==> config.mk <==
export PLATFORM = sky130hd
export DESIGN_NAME = mem_ctrl_flat
export DESIGN_NICKNAME = d
export VERILOG_FILES = /design/src/rtl/mem_ctrl_pkg.sv /design/src/rtl/mem_ctrl_if.sv /design/src/rtl/mem_ctrl.sv /design/src/flat_wrapper.sv
export SDC_FILE = /design/constraint.sdc
export NUM_CORES = 1
export LEC_CHECK = 0
export CAP_MARGIN = 20
export CORE_MARGIN = 8
export CORE_UTILIZATION = 70
export CTS_BUF_LIST = sky130_fd_sc_hd__clkbuf_4 sky130_fd_sc_hd__clkbuf_8
export CTS_CLUSTER_SIZE = 28
export DETAILED_ROUTE_END_ITERATION = 7
export DONT_BUFFER_PORTS = 1
export PLACE_DENSITY = 0.86
export SYNTH_ARGS = -nofsm -noshare
export SYNTH_HDL_FRONTEND = slang
export SYNTH_SLANG_ARGS = --single-unit
==> constraint.sdc <==
create_clock -name clk -period 10 [get_ports clk]
set_input_delay 2 -clock clk [delete_from_list [all_inputs] [get_ports clk]]
set_output_delay 2 -clock clk [all_outputs]
set_load 0.1 [all_outputs]
==> src/rtl/mem_ctrl_pkg.sv <==
// Shared definitions for the byte-bus memory controller: FSM states, access
// size codes, the data word type and the default IO window base.
package mem_ctrl_pkg;

  typedef enum logic [1:0] {
    ST_IDLE  = 2'd0,
    ST_FETCH = 2'd1,
    ST_LOAD  = 2'd2,
    ST_STORE = 2'd3
  } state_e;

  typedef logic [31:0] data_t;

  localparam logic [1:0] SIZE_B = 2'd0;
  localparam logic [1:0] SIZE_H = 2'd1;
  localparam logic [1:0] SIZE_W = 2'd2;

  localparam data_t ZERO_WORD       = 32'h0000_0000;
  localparam logic  TRUE            = 1'b1;
  localparam logic  FALSE           = 1'b0;
  localparam data_t IO_BASE_DEFAULT = 32'h0003_0000;

  // Any code other than byte or half is treated as a full word.
  function automatic logic [2:0] size_bytes(input logic [1:0] size);
    case (size)
      SIZE_B:  return 3'd1;
      SIZE_H:  return 3'd2;
      default: return 3'd4;
    endcase
  endfunction

endpackage

==> src/rtl/mem_ctrl_if.sv <==
// Bus bundle between the memory controller, the byte-wide RAM/IO port,
// the instruction fetcher, the LSB and the ROB flush line.
interface mem_ctrl_if;
  import mem_ctrl_pkg::*;

  logic [7:0] in_mem_din;
  logic [7:0] out_mem_dout;
  data_t      out_mem_a;
  logic       out_mem_wr;
  logic       in_io_buffer_full;

  logic       in_fetcher_flag;
  data_t      in_fetcher_pc;
  logic       out_fetcher_flag;
  data_t      out_fetcher_inst;

  logic       in_lsb_flag;
  logic       in_lsb_store;
  data_t      in_lsb_addr;
  logic [1:0] in_lsb_size;
  data_t      in_lsb_data;
  logic       out_lsb_flag;
  data_t      out_lsb_data;

  logic       in_rob_xbp;

  // Controller side
  modport slave (
    input  in_mem_din, in_io_buffer_full,
    input  in_fetcher_flag, in_fetcher_pc,
    input  in_lsb_flag, in_lsb_store, in_lsb_addr, in_lsb_size, in_lsb_data,
    input  in_rob_xbp,
    output out_mem_dout, out_mem_a, out_mem_wr,
    output out_fetcher_flag, out_fetcher_inst,
    output out_lsb_flag, out_lsb_data
  );

  // Environment side (RAM/IO, fetcher, LSB, ROB)
  modport master (
    output in_mem_din, in_io_buffer_full,
    output in_fetcher_flag, in_fetcher_pc,
    output in_lsb_flag, in_lsb_store, in_lsb_addr, in_lsb_size, in_lsb_data,
    output in_rob_xbp,
    input  out_mem_dout, out_mem_a, out_mem_wr,
    input  out_fetcher_flag, out_fetcher_inst,
    input  out_lsb_flag, out_lsb_data
  );
endinterface

==> src/rtl/mem_ctrl.sv <==
// Single-port byte-bus memory controller arbitrating fetches and LSB accesses.
// Optional MEM_CTRL_IO_STALL_EN: IO-region store bytes wait while the IO buffer is full.
//
// state    | meaning
// IDLE     | bus idle; arbitrate pending slots (LSB beats fetch)
// FETCH    | reading 4 instruction bytes, stage k = k_q
// LOAD     | reading 1/2/4 data bytes, stage k = k_q
// STORE    | writing 1/2/4 data bytes, stage k = k_q
module mem_ctrl
  import mem_ctrl_pkg::*;
#(
  parameter data_t IO_BASE = IO_BASE_DEFAULT
) (
  input  logic      clk,
  input  logic      rst,
  input  logic      rdy,
  mem_ctrl_if.slave bus
);

  state_e     state_q, state_d;
  logic [2:0] k_q, k_d;
  logic [2:0] n_q, n_d;
  data_t      addr_q, addr_d;
  data_t      wdata_q, wdata_d;
  data_t      buf_q, buf_d;
  data_t      inst_q, inst_d;
  data_t      ldata_q, ldata_d;

  logic       pend_f_q, pend_f_d;
  data_t      pend_pc_q, pend_pc_d;
  logic       pend_l_q, pend_l_d;
  logic       pend_st_q, pend_st_d;
  data_t      pend_la_q, pend_la_d;
  logic [1:0] pend_sz_q, pend_sz_d;
  data_t      pend_ld_q, pend_ld_d;

  logic       pend_f_v, pend_l_v, pend_st_v;
  data_t      pend_pc_v, pend_la_v, pend_ld_v;
  logic [1:0] pend_sz_v;

  data_t      cur_addr;
  data_t      cap_w;
  logic [1:0] cap_idx;
  logic [7:0] wbyte;
  logic       io_stall;
  logic       f_done, l_done, mem_wr;
  data_t      mem_a;
  logic [7:0] mem_dout;

  assign cur_addr = addr_q + {29'd0, k_q};
  assign cap_idx  = k_q[1:0] - 2'd1;
  assign wbyte    = wdata_q[{k_q[1:0], 3'b000} +: 8];

  always_comb begin
    cap_w = buf_q;
    cap_w[{cap_idx, 3'b000} +: 8] = bus.in_mem_din;
  end

`ifdef MEM_CTRL_IO_STALL_EN
  assign io_stall = (state_q == ST_STORE) && bus.in_io_buffer_full && (cur_addr >= IO_BASE);
`else
  logic io_full_unused;
  assign io_full_unused = bus.in_io_buffer_full;
  assign io_stall       = FALSE;
`endif

  // Effective pending slots: a flush drops speculative traffic, stores survive.
  always_comb begin
    pend_f_v  = (pend_f_q && !bus.in_rob_xbp) || (bus.in_fetcher_flag && !bus.in_rob_xbp);
    pend_pc_v = bus.in_fetcher_flag ? bus.in_fetcher_pc : pend_pc_q;
    if (bus.in_lsb_flag && (bus.in_lsb_store || !bus.in_rob_xbp)) begin
      pend_l_v  = TRUE;
      pend_st_v = bus.in_lsb_store;
      pend_la_v = bus.in_lsb_addr;
      pend_sz_v = bus.in_lsb_size;
      pend_ld_v = bus.in_lsb_data;
    end else begin
      pend_l_v  = pend_l_q && (pend_st_q || !bus.in_rob_xbp);
      pend_st_v = pend_st_q;
      pend_la_v = pend_la_q;
      pend_sz_v = pend_sz_q;
      pend_ld_v = pend_ld_q;
    end
  end

  always_comb begin
    state_d   = state_q;
    k_d       = k_q;
    n_d       = n_q;
    addr_d    = addr_q;
    wdata_d   = wdata_q;
    buf_d     = buf_q;
    inst_d    = inst_q;
    ldata_d   = ldata_q;
    pend_f_d  = pend_f_v;
    pend_pc_d = pend_pc_v;
    pend_l_d  = pend_l_v;
    pend_st_d = pend_st_v;
    pend_la_d = pend_la_v;
    pend_sz_d = pend_sz_v;
    pend_ld_d = pend_ld_v;
    mem_a     = ZERO_WORD;
    mem_wr    = FALSE;
    mem_dout  = 8'h00;
    f_done    = FALSE;
    l_done    = FALSE;

    case (state_q)
      ST_IDLE: begin
        k_d   = 3'd0;
        buf_d = ZERO_WORD;
        if (pend_l_v) begin
          state_d  = pend_st_v ? ST_STORE : ST_LOAD;
          addr_d   = pend_la_v;
          n_d      = size_bytes(pend_sz_v);
          wdata_d  = pend_ld_v;
          pend_l_d = FALSE;
        end else if (pend_f_v) begin
          state_d  = ST_FETCH;
          addr_d   = pend_pc_v;
          n_d      = 3'd4;
          pend_f_d = FALSE;
        end
      end

      ST_FETCH, ST_LOAD: begin
        if (k_q < n_q) mem_a = cur_addr;
        if (bus.in_rob_xbp) begin
          state_d = ST_IDLE;
        end else begin
          if (k_q != 3'd0) buf_d = cap_w;
          if (k_q == n_q) begin
            state_d = ST_IDLE;
            if (state_q == ST_FETCH) begin
              inst_d = cap_w;
              f_done = TRUE;
            end else begin
              ldata_d = cap_w;
              l_done  = TRUE;
            end
          end else begin
            k_d = k_q + 3'd1;
          end
        end
      end

      ST_STORE: begin
        if (k_q < n_q) begin
          mem_a = cur_addr;
          if (!io_stall) begin
            mem_wr   = TRUE;
            mem_dout = wbyte;
            k_d      = k_q + 3'd1;
          end
        end else begin
          l_done  = TRUE;
          state_d = ST_IDLE;
        end
      end

      default: state_d = ST_IDLE;
    endcase
  end

  assign bus.out_mem_a        = mem_a;
  assign bus.out_mem_dout     = mem_dout;
  assign bus.out_mem_wr       = mem_wr && rdy;
  assign bus.out_fetcher_flag = f_done && rdy;
  assign bus.out_fetcher_inst = bus.out_fetcher_flag ? inst_d : inst_q;
  assign bus.out_lsb_flag     = l_done && rdy;
  assign bus.out_lsb_data     = bus.out_lsb_flag ? ldata_d : ldata_q;

  always_ff @(posedge clk) begin
    if (rst) begin
      state_q   <= ST_IDLE;
      k_q       <= 3'd0;
      n_q       <= 3'd0;
      addr_q    <= ZERO_WORD;
      wdata_q   <= ZERO_WORD;
      buf_q     <= ZERO_WORD;
      inst_q    <= ZERO_WORD;
      ldata_q   <= ZERO_WORD;
      pend_f_q  <= FALSE;
      pend_pc_q <= ZERO_WORD;
      pend_l_q  <= FALSE;
      pend_st_q <= FALSE;
      pend_la_q <= ZERO_WORD;
      pend_sz_q <= SIZE_B;
      pend_ld_q <= ZERO_WORD;
    end else if (rdy) begin
      state_q   <= state_d;
      k_q       <= k_d;
      n_q       <= n_d;
      addr_q    <= addr_d;
      wdata_q   <= wdata_d;
      buf_q     <= buf_d;
      inst_q    <= inst_d;
      ldata_q   <= ldata_d;
      pend_f_q  <= pend_f_d;
      pend_pc_q <= pend_pc_d;
      pend_l_q  <= pend_l_d;
      pend_st_q <= pend_st_d;
      pend_la_q <= pend_la_d;
      pend_sz_q <= pend_sz_d;
      pend_ld_q <= pend_ld_d;
    end
  end

endmodule

==> src/flat_wrapper.sv <==
// flat-port wrapper written by rule: the top's interface ports become plain ports
module mem_ctrl_flat import mem_ctrl_pkg::*;
#(
  parameter data_t IO_BASE = IO_BASE_DEFAULT
)
  (clk, rst, rdy, bus_in_mem_din, bus_in_io_buffer_full, bus_in_fetcher_flag, bus_in_fetcher_pc, bus_in_lsb_flag, bus_in_lsb_store, bus_in_lsb_addr, bus_in_lsb_size, bus_in_lsb_data, bus_in_rob_xbp, bus_out_mem_dout, bus_out_mem_a, bus_out_mem_wr, bus_out_fetcher_flag, bus_out_fetcher_inst, bus_out_lsb_flag, bus_out_lsb_data);
  mem_ctrl_if bus_i ();
  input  logic clk;
  input  logic rst;
  input  logic rdy;
  input wire logic [$bits(bus_i.in_mem_din)-1:0] bus_in_mem_din;
  input wire logic [$bits(bus_i.in_io_buffer_full)-1:0] bus_in_io_buffer_full;
  input wire logic [$bits(bus_i.in_fetcher_flag)-1:0] bus_in_fetcher_flag;
  input wire logic [$bits(bus_i.in_fetcher_pc)-1:0] bus_in_fetcher_pc;
  input wire logic [$bits(bus_i.in_lsb_flag)-1:0] bus_in_lsb_flag;
  input wire logic [$bits(bus_i.in_lsb_store)-1:0] bus_in_lsb_store;
  input wire logic [$bits(bus_i.in_lsb_addr)-1:0] bus_in_lsb_addr;
  input wire logic [$bits(bus_i.in_lsb_size)-1:0] bus_in_lsb_size;
  input wire logic [$bits(bus_i.in_lsb_data)-1:0] bus_in_lsb_data;
  input wire logic [$bits(bus_i.in_rob_xbp)-1:0] bus_in_rob_xbp;
  output wire logic [$bits(bus_i.out_mem_dout)-1:0] bus_out_mem_dout;
  output wire logic [$bits(bus_i.out_mem_a)-1:0] bus_out_mem_a;
  output wire logic [$bits(bus_i.out_mem_wr)-1:0] bus_out_mem_wr;
  output wire logic [$bits(bus_i.out_fetcher_flag)-1:0] bus_out_fetcher_flag;
  output wire logic [$bits(bus_i.out_fetcher_inst)-1:0] bus_out_fetcher_inst;
  output wire logic [$bits(bus_i.out_lsb_flag)-1:0] bus_out_lsb_flag;
  output wire logic [$bits(bus_i.out_lsb_data)-1:0] bus_out_lsb_data;
  assign bus_i.in_mem_din = bus_in_mem_din;
  assign bus_i.in_io_buffer_full = bus_in_io_buffer_full;
  assign bus_i.in_fetcher_flag = bus_in_fetcher_flag;
  assign bus_i.in_fetcher_pc = bus_in_fetcher_pc;
  assign bus_i.in_lsb_flag = bus_in_lsb_flag;
  assign bus_i.in_lsb_store = bus_in_lsb_store;
  assign bus_i.in_lsb_addr = bus_in_lsb_addr;
  assign bus_i.in_lsb_size = bus_in_lsb_size;
  assign bus_i.in_lsb_data = bus_in_lsb_data;
  assign bus_i.in_rob_xbp = bus_in_rob_xbp;
  assign bus_out_mem_dout = bus_i.out_mem_dout;
  assign bus_out_mem_a = bus_i.out_mem_a;
  assign bus_out_mem_wr = bus_i.out_mem_wr;
  assign bus_out_fetcher_flag = bus_i.out_fetcher_flag;
  assign bus_out_fetcher_inst = bus_i.out_fetcher_inst;
  assign bus_out_lsb_flag = bus_i.out_lsb_flag;
  assign bus_out_lsb_data = bus_i.out_lsb_data;
  mem_ctrl #(.IO_BASE(IO_BASE)) u_core (.clk(clk), .rst(rst), .rdy(rdy), .bus(bus_i));
endmodule
==> key figures, run 1 <==
Timing
  • Final setup violation count: 0
  • Period utilisation layout: 65.6%
  • Actual slew at the worst max-slew pin: 1.21 ns
  • Setup tns final: 0 ns
  • Setup Skew: 0.0195 ns
  • RSZ-0062 raised after global routing: false
  • Fmax achieved: 152 MHz
  • Crit path time final: 6.56 ns
  • Max-slew headroom: 19.1%
  • Final hold vios: 0
  • Slew Limit Fails: 0

Floorplan
  • Starting Density: 70.6%
  • I/O pin count: 221
  • Die area: 22500 sq um
  • Die width: 150 um
  • Core area: 17800 sq um
  • Row cnt: 49
  • Height of the die: 150 um

Yosys
  • Avg Cell Area, Syn: 7.69 sq um
  • Count of cell types in the netlist: 52
  • Yosys top cell by area: dfxtp_1
  • Post-synth top flop: dfxtp_1
  • Synth warnings: 0
  • Top-area cell type share of the netlist area: 42.8%
  • Post-synthesis register bit count: 269
  • Asr flop ratio synth: 0%
  • Post-synth net total: 1768
  • Synth area leaders: dfxtp_1 (43%), nand2_1 (10%), a21oi_1 (9.1%)
  • Syn Inst Count: 1638
  • Register area share after synthesis: 42.8%
  • Synth Cell Area: 12600 sq um
  • Post-synth EDFFs: 0

Final layout
  • Share of layout cells above drive strength 1: 16.9%
  • Antenna fix cells: 0
  • Most frequent cells in the layout: nand2_1 (340), dfxtp_1 (269), nor2_1 (170)
  • Fill count: 1077
  • Footprint of the multi-input gates: 7030 sq um
  • Cell Count, Final, Fillers Out: 1892
  • Nets: 1762
  • Sequential cell area: 5390 sq um
  • Area growth, synth to finish: 16.4%
  • Commonest non-fill, non-tap cell in the layout: nand2_1

Power
  • Pwr Density: 175 nW/um^2
  • Combinational power share: 17.0%
  • Switching Power: 0.779 mW
  • Switching Share: 30.3%
  • Worst IR drop on VDD: 0.153 mV
  • Share of total power in the clock network: 37.5%
  • Sequential share of power: 45.5%
  • Pint: 1.79 mW
  • Leak pwr: 5.28 nW

Clocking
  • Clock-pin slew on the worst setup and hold paths: 0.06 ns
  • CTS tree: built
  • # hold bufs at CTS: 0
  • Largest buffer count on any clock path: 3
  • CTS root buffer: clkbuf_8
  • Clk sinks: 269
  • CTS Buf Count: 43
  • # resized after CTS: 0
  • CTS H-tree depth: 2
  • Skew-Pair Late Insertion Delay: 0.54 ns
  • Post-CTS setup buffers: 0

Worst setup path
  • CP Launch Type: primary input
  • CP required: 8.00 ns
  • CP Capture Type: output pin
  • Worst Path Arrival: 4.56 ns
  • Worst R2R Path Depth: 7
  • Worst-path cell chain: nand2b_1 -> or3_1 -> nor2_4 -> buf_4 -> nor2_1 -> a21oi_2
  • Max FO, Critical Path: 64
  • CP max stage delay: 0.90 ns
  • Critical path's top delay family: simple AND/OR/NAND/NOR gates
  • Crit path to: bus_out_lsb_data[18]
  • Critical path depth: 6
  • FF-to-FF End: u_core.inst_q[20]
  • Worst setup path category: in2out
  • Worst reg-to-reg setup slack: 6.40 ns
  • Worst Path Buf+Inv: 1
  • Reg-to-reg critical path startpoint: u_core.k_q[1]
  • Critical path startpoint: bus_in_rob_xbp
  • Max stage delay cell, worst path: a21oi_2

Placed design
  • Placed Cells: 1813
  • # port buffers: 0
  • HPWL after DPL: 23600 um
  • Routability Congestion: 0.842

Detailed routing
  • Drc violations: 0
  • DRT Pass-1 Iters: 5
  • Vias/cell: 6.32
  • Routed WL per cell: 19.6 um
  • Total number of vias: 12000
  • Post-DRT Antenna Nets: 0
  • Initial DRC count: 936
  • Final wirelength: 37100 um

GRT
  • Number of global-route vias before repair: 11700
  • Global-route wire length before repair: 58800 um
  • Largest net degree at the start of global routing: 205
  • GRT Util Overall: 31.7%
  • Gr ovfl total: 0
  • Initial antenna violation count: 0

Job
  • Max-cap violations: 0

Worst hold path
  • Hold Path Class: reg2reg

Outcome
  • Status: finished clean
-- synthesized netlist by cell type (all sizes together), types with 2 or more instances --
| master | count |
|---|---|
| nand4 | 7 |
| xnor2 | 22 |
| xor2 | 2 |
| mux4 | 8 |
| ha | 15 |
| o21ai | 44 |
| nand3 | 8 |
| nor4 | 16 |
| a31o | 2 |
| and2 | 33 |
| a31oi | 33 |
| o211ai | 33 |
| a211oi | 33 |
| clkbuf | 104 |
| a21oi | 230 |
| and3 | 11 |
| nor3 | 8 |
| o211a | 2 |
| nor2b | 61 |
| inv | 23 |
| nor4b | 2 |
| dfxtp | 269 |
| a32oi | 8 |
| nand2 | 342 |
| or3 | 6 |
| buf | 26 |
| o32ai | 2 |
| a21o | 2 |
| a311oi | 32 |
| mux2i | 36 |
| and4 | 7 |
| nor2 | 199 |
-- sequential cells by signal (all words and copies together), names as in the netlist, 3 cells and up --
register          count
u_core.addr_q        32
u_core.buf_q         32
u_core.inst_q        32
u_core.k_q            3
u_core.ldata_q       32
u_core.n_q            3
u_core.pend_la_q     32
u_core.pend_ld_q     32
u_core.pend_pc_q     32
u_core.wdata_q       32
-- kinds of logic after synthesis --
group / Yosys count / synth area share [%]
mux: 45 / 4.38
compound gates: 427 / 20.2
fa+ha+maj: 16 / 1.65
simple gates: 704 / 24.6
flops: 269 / 42.8
buf+inv: 153 / 4.76
xor+xnor: 24 / 1.67
-- how the worst min path moves through the flow --
stage,from,endpoint,slack (ns),depth (start not counted)
6_report,u_core.pend_ld_q[26],u_core.pend_ld_q[26],0.45,2
5_1_grt,u_core.pend_la_q[4],u_core.pend_la_q[4],0.47,2
4_1_cts,u_core.pend_pc_q[21],u_core.pend_pc_q[21],0.45,2
3_5_place_dp,u_core.pend_pc_q[21],u_core.pend_pc_q[21],0.44,2
3_3_place_gp,u_core.pend_ld_q[15],u_core.pend_ld_q[15],0.44,2
2_1_floorplan,u_core.pend_pc_q[0],u_core.pend_pc_q[0],0.44,2
-- metrics by stage --
stage / util [%] / total power [mW] / hold slack [ns] / setup slack [ns] / area (sq um)
6_report: 82.2 / 2.57 / 0.451 / 3.44 / 14700
5_1_grt: 82.2 / 2.66 / 0.469 / 3.31 / 14700
4_1_cts: 81.8 / 2.57 / 0.448 / 3.45 / 14600
3_5_place_dp: 76.8 / 1.62 / 0.440 / 3.46 / 13700
3_3_place_gp: 74.0 / 1.57 / 0.436 / 3.55 / 13200
2_1_floorplan: - / 1.51 / 0.436 / 3.44 / 12600
-- layout make-up --
type	instances	area share, %
multi-input cells	1216	47.9
flip-flops and latches	269	36.7
repair buffers	79	6.76
clock buffers	66	5.68
well taps	229	1.95
inverters	23	0.589
clock inverters	10	0.384
-- worst register-to-register path, stage by stage (launching register included) --
cell	delay, ns
dfxtp_1	0.78
inv_1	0.26
ha_1	0.43
nor4b_2	0.76
a32oi_1	0.45
a21oi_2	0.35
buf_4	0.34
and2_1	0.18
-- power by group through the flow --
stage	registers [mW]	clock network, mW	logic, mW
finish	1.17	0.964	0.438
global route	1.18	1.02	0.468
CTS	1.17	0.970	0.429
detailed placement	1.19	0	0.425
global placement	1.19	0	0.383
floorplan	1.18	0	0.336
-- layer usage --
layer,wire length (um),global-route usage (%),share of wire (%),vias to the layer above
li1,-,-,-,5610
met4,1720,15.3,4.6,0
met3,4140,9.86,11,121
met1,13400,36.2,36,5643
met2,17800,53.1,48,588
met5,0,0,0,-
Note: power is estimated with default switching activity, not from simulation.
==> run 2: changes to the inputs <==
CORE_UTILIZATION = 60   (was 70)
PLACE_DENSITY = 0.79   (was 0.86)
clock period = 5.35 ns   (was 10 ns; I/O delays follow)
==> run 2 against run 1 <==
  * Sequential power increased by 87%
  * Largest cell class unchanged
  * Worst hold slack better by 0.00066 ns
  * Clock skew shrank 0.0097 ns
  * Largest power group unchanged
  * Highest routed layer unchanged
  * Critical endpoint is now bus_out_mem_a[18]
==> key figures, run 2 (same netlist as run 1, synthesis figures left out) <==
Outcome
  • Status: finished clean

Worst setup path
  • Worst Path Arrival: 3.51 ns (-1.05 ns)
  • Most frequent CP cell: buf_4
  • CP Capture Type: output pin
  • Max stage delay cell, worst path: dfxtp_1
  • Max FO, Critical Path: 17 (-73%)
  • CP Launch Type: flop
  • CP required: 4.28 ns (-3.72 ns)
  • CP max stage delay: 0.72 ns (-0.18 ns)
  • Worst setup path category: reg2out
  • Worst-path cell chain: ha_1 -> inv_1 -> fa_1 -> nor2b_1 -> o211ai_1 -> buf_4 -> nor4_1 -> xnor2_1 -> nor2_2 -> buf_4

Timing
  • Max-slew headroom: 25.8% (+6.7 points)
  • Slew Limit Fails: 0 (unchanged)
  • Actual slew at the worst max-slew pin: 1.11 ns (-0.104 ns)
  • RSZ-0062 raised after global routing: false
  • Crit path time final: 4.58 ns
  • Hold_ws: 0.452 ns (+0.000655 ns)
  • Setup tns final: 0 ns (unchanged)
  • Setup Skew: 0.00987 ns (-0.00967 ns)
  • Period utilisation layout: 85.6%
  • Fmax achieved: 218 MHz
  • Final hold vios: 0 (unchanged)
  • Final setup violation count: 0 (unchanged)

Power
  • Share of total power in the clock network: 37.5% (about the same)
  • Sequential share of power: 46.2% (+0.7 points)
  • Worst IR drop on VDD: 0.254 mV (+66%)
  • Switching Share: 29.4% (-0.89 points)
  • Pwr Density: 322 nW/um^2 (+84%)
  • Pint: 3.34 mW (+86%)
  • Combinational power share: 16.3% (-0.7 points)
  • Switching Power: 1.39 mW (+79%)
  • Leak pwr: 5.39 nW (+2.1%)

Clocking
  • Largest buffer count on any clock path: 3 (unchanged)
  • Post-CTS setup buffers: 0 (unchanged)
  • Skew-Pair Late Insertion Delay: 0.54 ns (about the same)
  • Clock-pin slew on the worst setup and hold paths: 0.06 ns (about the same)
  • Clk sinks: 269 (unchanged)
  • # resized after CTS: 0 (unchanged)
  • CTS H-tree depth: 2 (unchanged)
  • CTS Buf Count: 44 (+2.3%)
  • # hold bufs at CTS: 0 (unchanged)
  • CTS tree: built
  • CTS root buffer: clkbuf_8

Floorplan
  • Height of the die: 161 um (+7.2%)
  • Row cnt: 53 (+8.2%)
  • Core area: 20800 sq um (+17%)
  • I/O pin count: 221 (unchanged)
  • Die area: 25900 sq um (+15%)
  • Starting Density: 60.5% (-10 points)
  • Die width: 161 um (+7.2%)

GRT
  • Number of global-route vias before repair: 11000 (-5.6%)
  • Initial antenna violation count: 0 (unchanged)
  • Largest net degree at the start of global routing: 205 (unchanged)
  • GRT Util Overall: 25.3% (-6.4 points)
  • Gr ovfl total: 0 (unchanged)
  • Global-route wire length before repair: 55200 um (-6.1%)

Placed design
  • Post-place instance area: 13800 sq um (+0.68%)
  • HPWL after DPL: 22600 um (-4.1%)
  • # port buffers: 0 (unchanged)
  • Routability Congestion: 0.833 (-1.1%)

Detailed routing
  • Post-DRT Antenna Nets: 0 (unchanged)
  • Final wirelength: 34400 um (-7.2%)
  • Initial DRC count: 760 (-19%)
  • Drc violations: 0 (unchanged)
  • Vias/cell: 5.83 (-7.8%)
  • Routed WL per cell: 17.4 um (-11%)
  • Total number of vias: 11500 (-3.8%)
  • DRT Pass-1 Iters: 5 (unchanged)

Final layout
  • Antenna fix cells: 0 (unchanged)
  • Commonest non-fill, non-tap cell in the layout: nand2_1
  • Post-route cell area: 14700 sq um (+0.21%)
  • Area growth, synth to finish: 16.7%
  • Nets: 1803 (+2.3%)
  • Share of layout cells above drive strength 1: 18.7% (+1.8 points)
  • Most frequent cells in the layout: nand2_1 (340), dfxtp_1 (269), nor2_1 (170)

Worst hold path
  • Hold Path Class: reg2reg

Job
  • Max-cap violations: 0 (unchanged)
## run 2: cell count changes in the layout (fill, tap and decap cells not counted), moves of 2 or more
cell and delta:
buf_12 +2, buf_16 -11, buf_4 +65, buf_8 -14, clkbuf_4 +4, clkinv_2 -8
## run 2: power by group through the flow
| stage | Combinational, mW | Clock [mW] | Sequential (mW) |
|---|---|---|---|
| floorplan | 0.627 | 0 | 2.20 |
| global placement | 0.752 | 0 | 2.22 |
| detailed placement | 0.768 | 0 | 2.23 |
| CTS | 0.770 | 1.81 | 2.18 |
| global route | 0.836 | 1.90 | 2.20 |
| finish | 0.772 | 1.78 | 2.19 |
## run 2: cell type report
class / count / area [sq um]
Tap cell: 275 / 344
Inverter: 23 / 86.3
Multi-Input combinational cell: 1216 / 7030
Clock buffer: 70 / 863
Fill cell: 1720 / 6120
Sequential cell: 269 / 5390
Timing Repair Buffer: 119 / 976
Clock inverter: 2 / 15.0
## run 2: final timing paths
path | from | endpoint | slack [ns] | cells past startpoint
worst max-delay path | u_core.k_q[0] | bus_out_mem_a[18] | 0.77 | 10
worst min-delay path | u_core.pend_ld_q[14] | u_core.pend_ld_q[14] | 0.45 | 2
worst max register to register | u_core.k_q[0] | u_core.inst_q[16] | 2.15 | 7
worst min register to register | u_core.pend_ld_q[14] | u_core.pend_ld_q[14] | 0.45 | 2
## run 2: metrics by stage
stage / util, % / power, mW / std cells / worst slack [ns]
after floorplan: - / 2.83 / 1638 / 0.329
after global placement: 66.2 / 2.97 / 1901 / 1.39
after detailed placement: 66.2 / 2.99 / 1901 / 1.36
after CTS: 70.5 / 4.77 / 1973 / 0.770
after global routing: 70.6 / 4.94 / 1974 / 0.548
final: 70.6 / 4.74 / 1974 / 0.771
## run 2: worst max-delay path, delay by kind of cell (launching register included)
family                   cells  cell delay [ns]
AND/OR/NAND/NOR              3             0.72
buffers and inverters        3             0.59
AO/OA/AOI/OAI                1             0.11
XOR/XNOR                     1             0.13
flip-flops                   1             0.72
adder cells (fa/ha/maj)      2             0.68
## run 2: metal layers
metal	up-vias	track usage [%]	share of wire, %
met5	-	0	0
met2	401	42.2	48
met1	5351	29.5	39
met4	0	10.6	3.6
met3	79	8.37	9.3
li1	5681	-	-
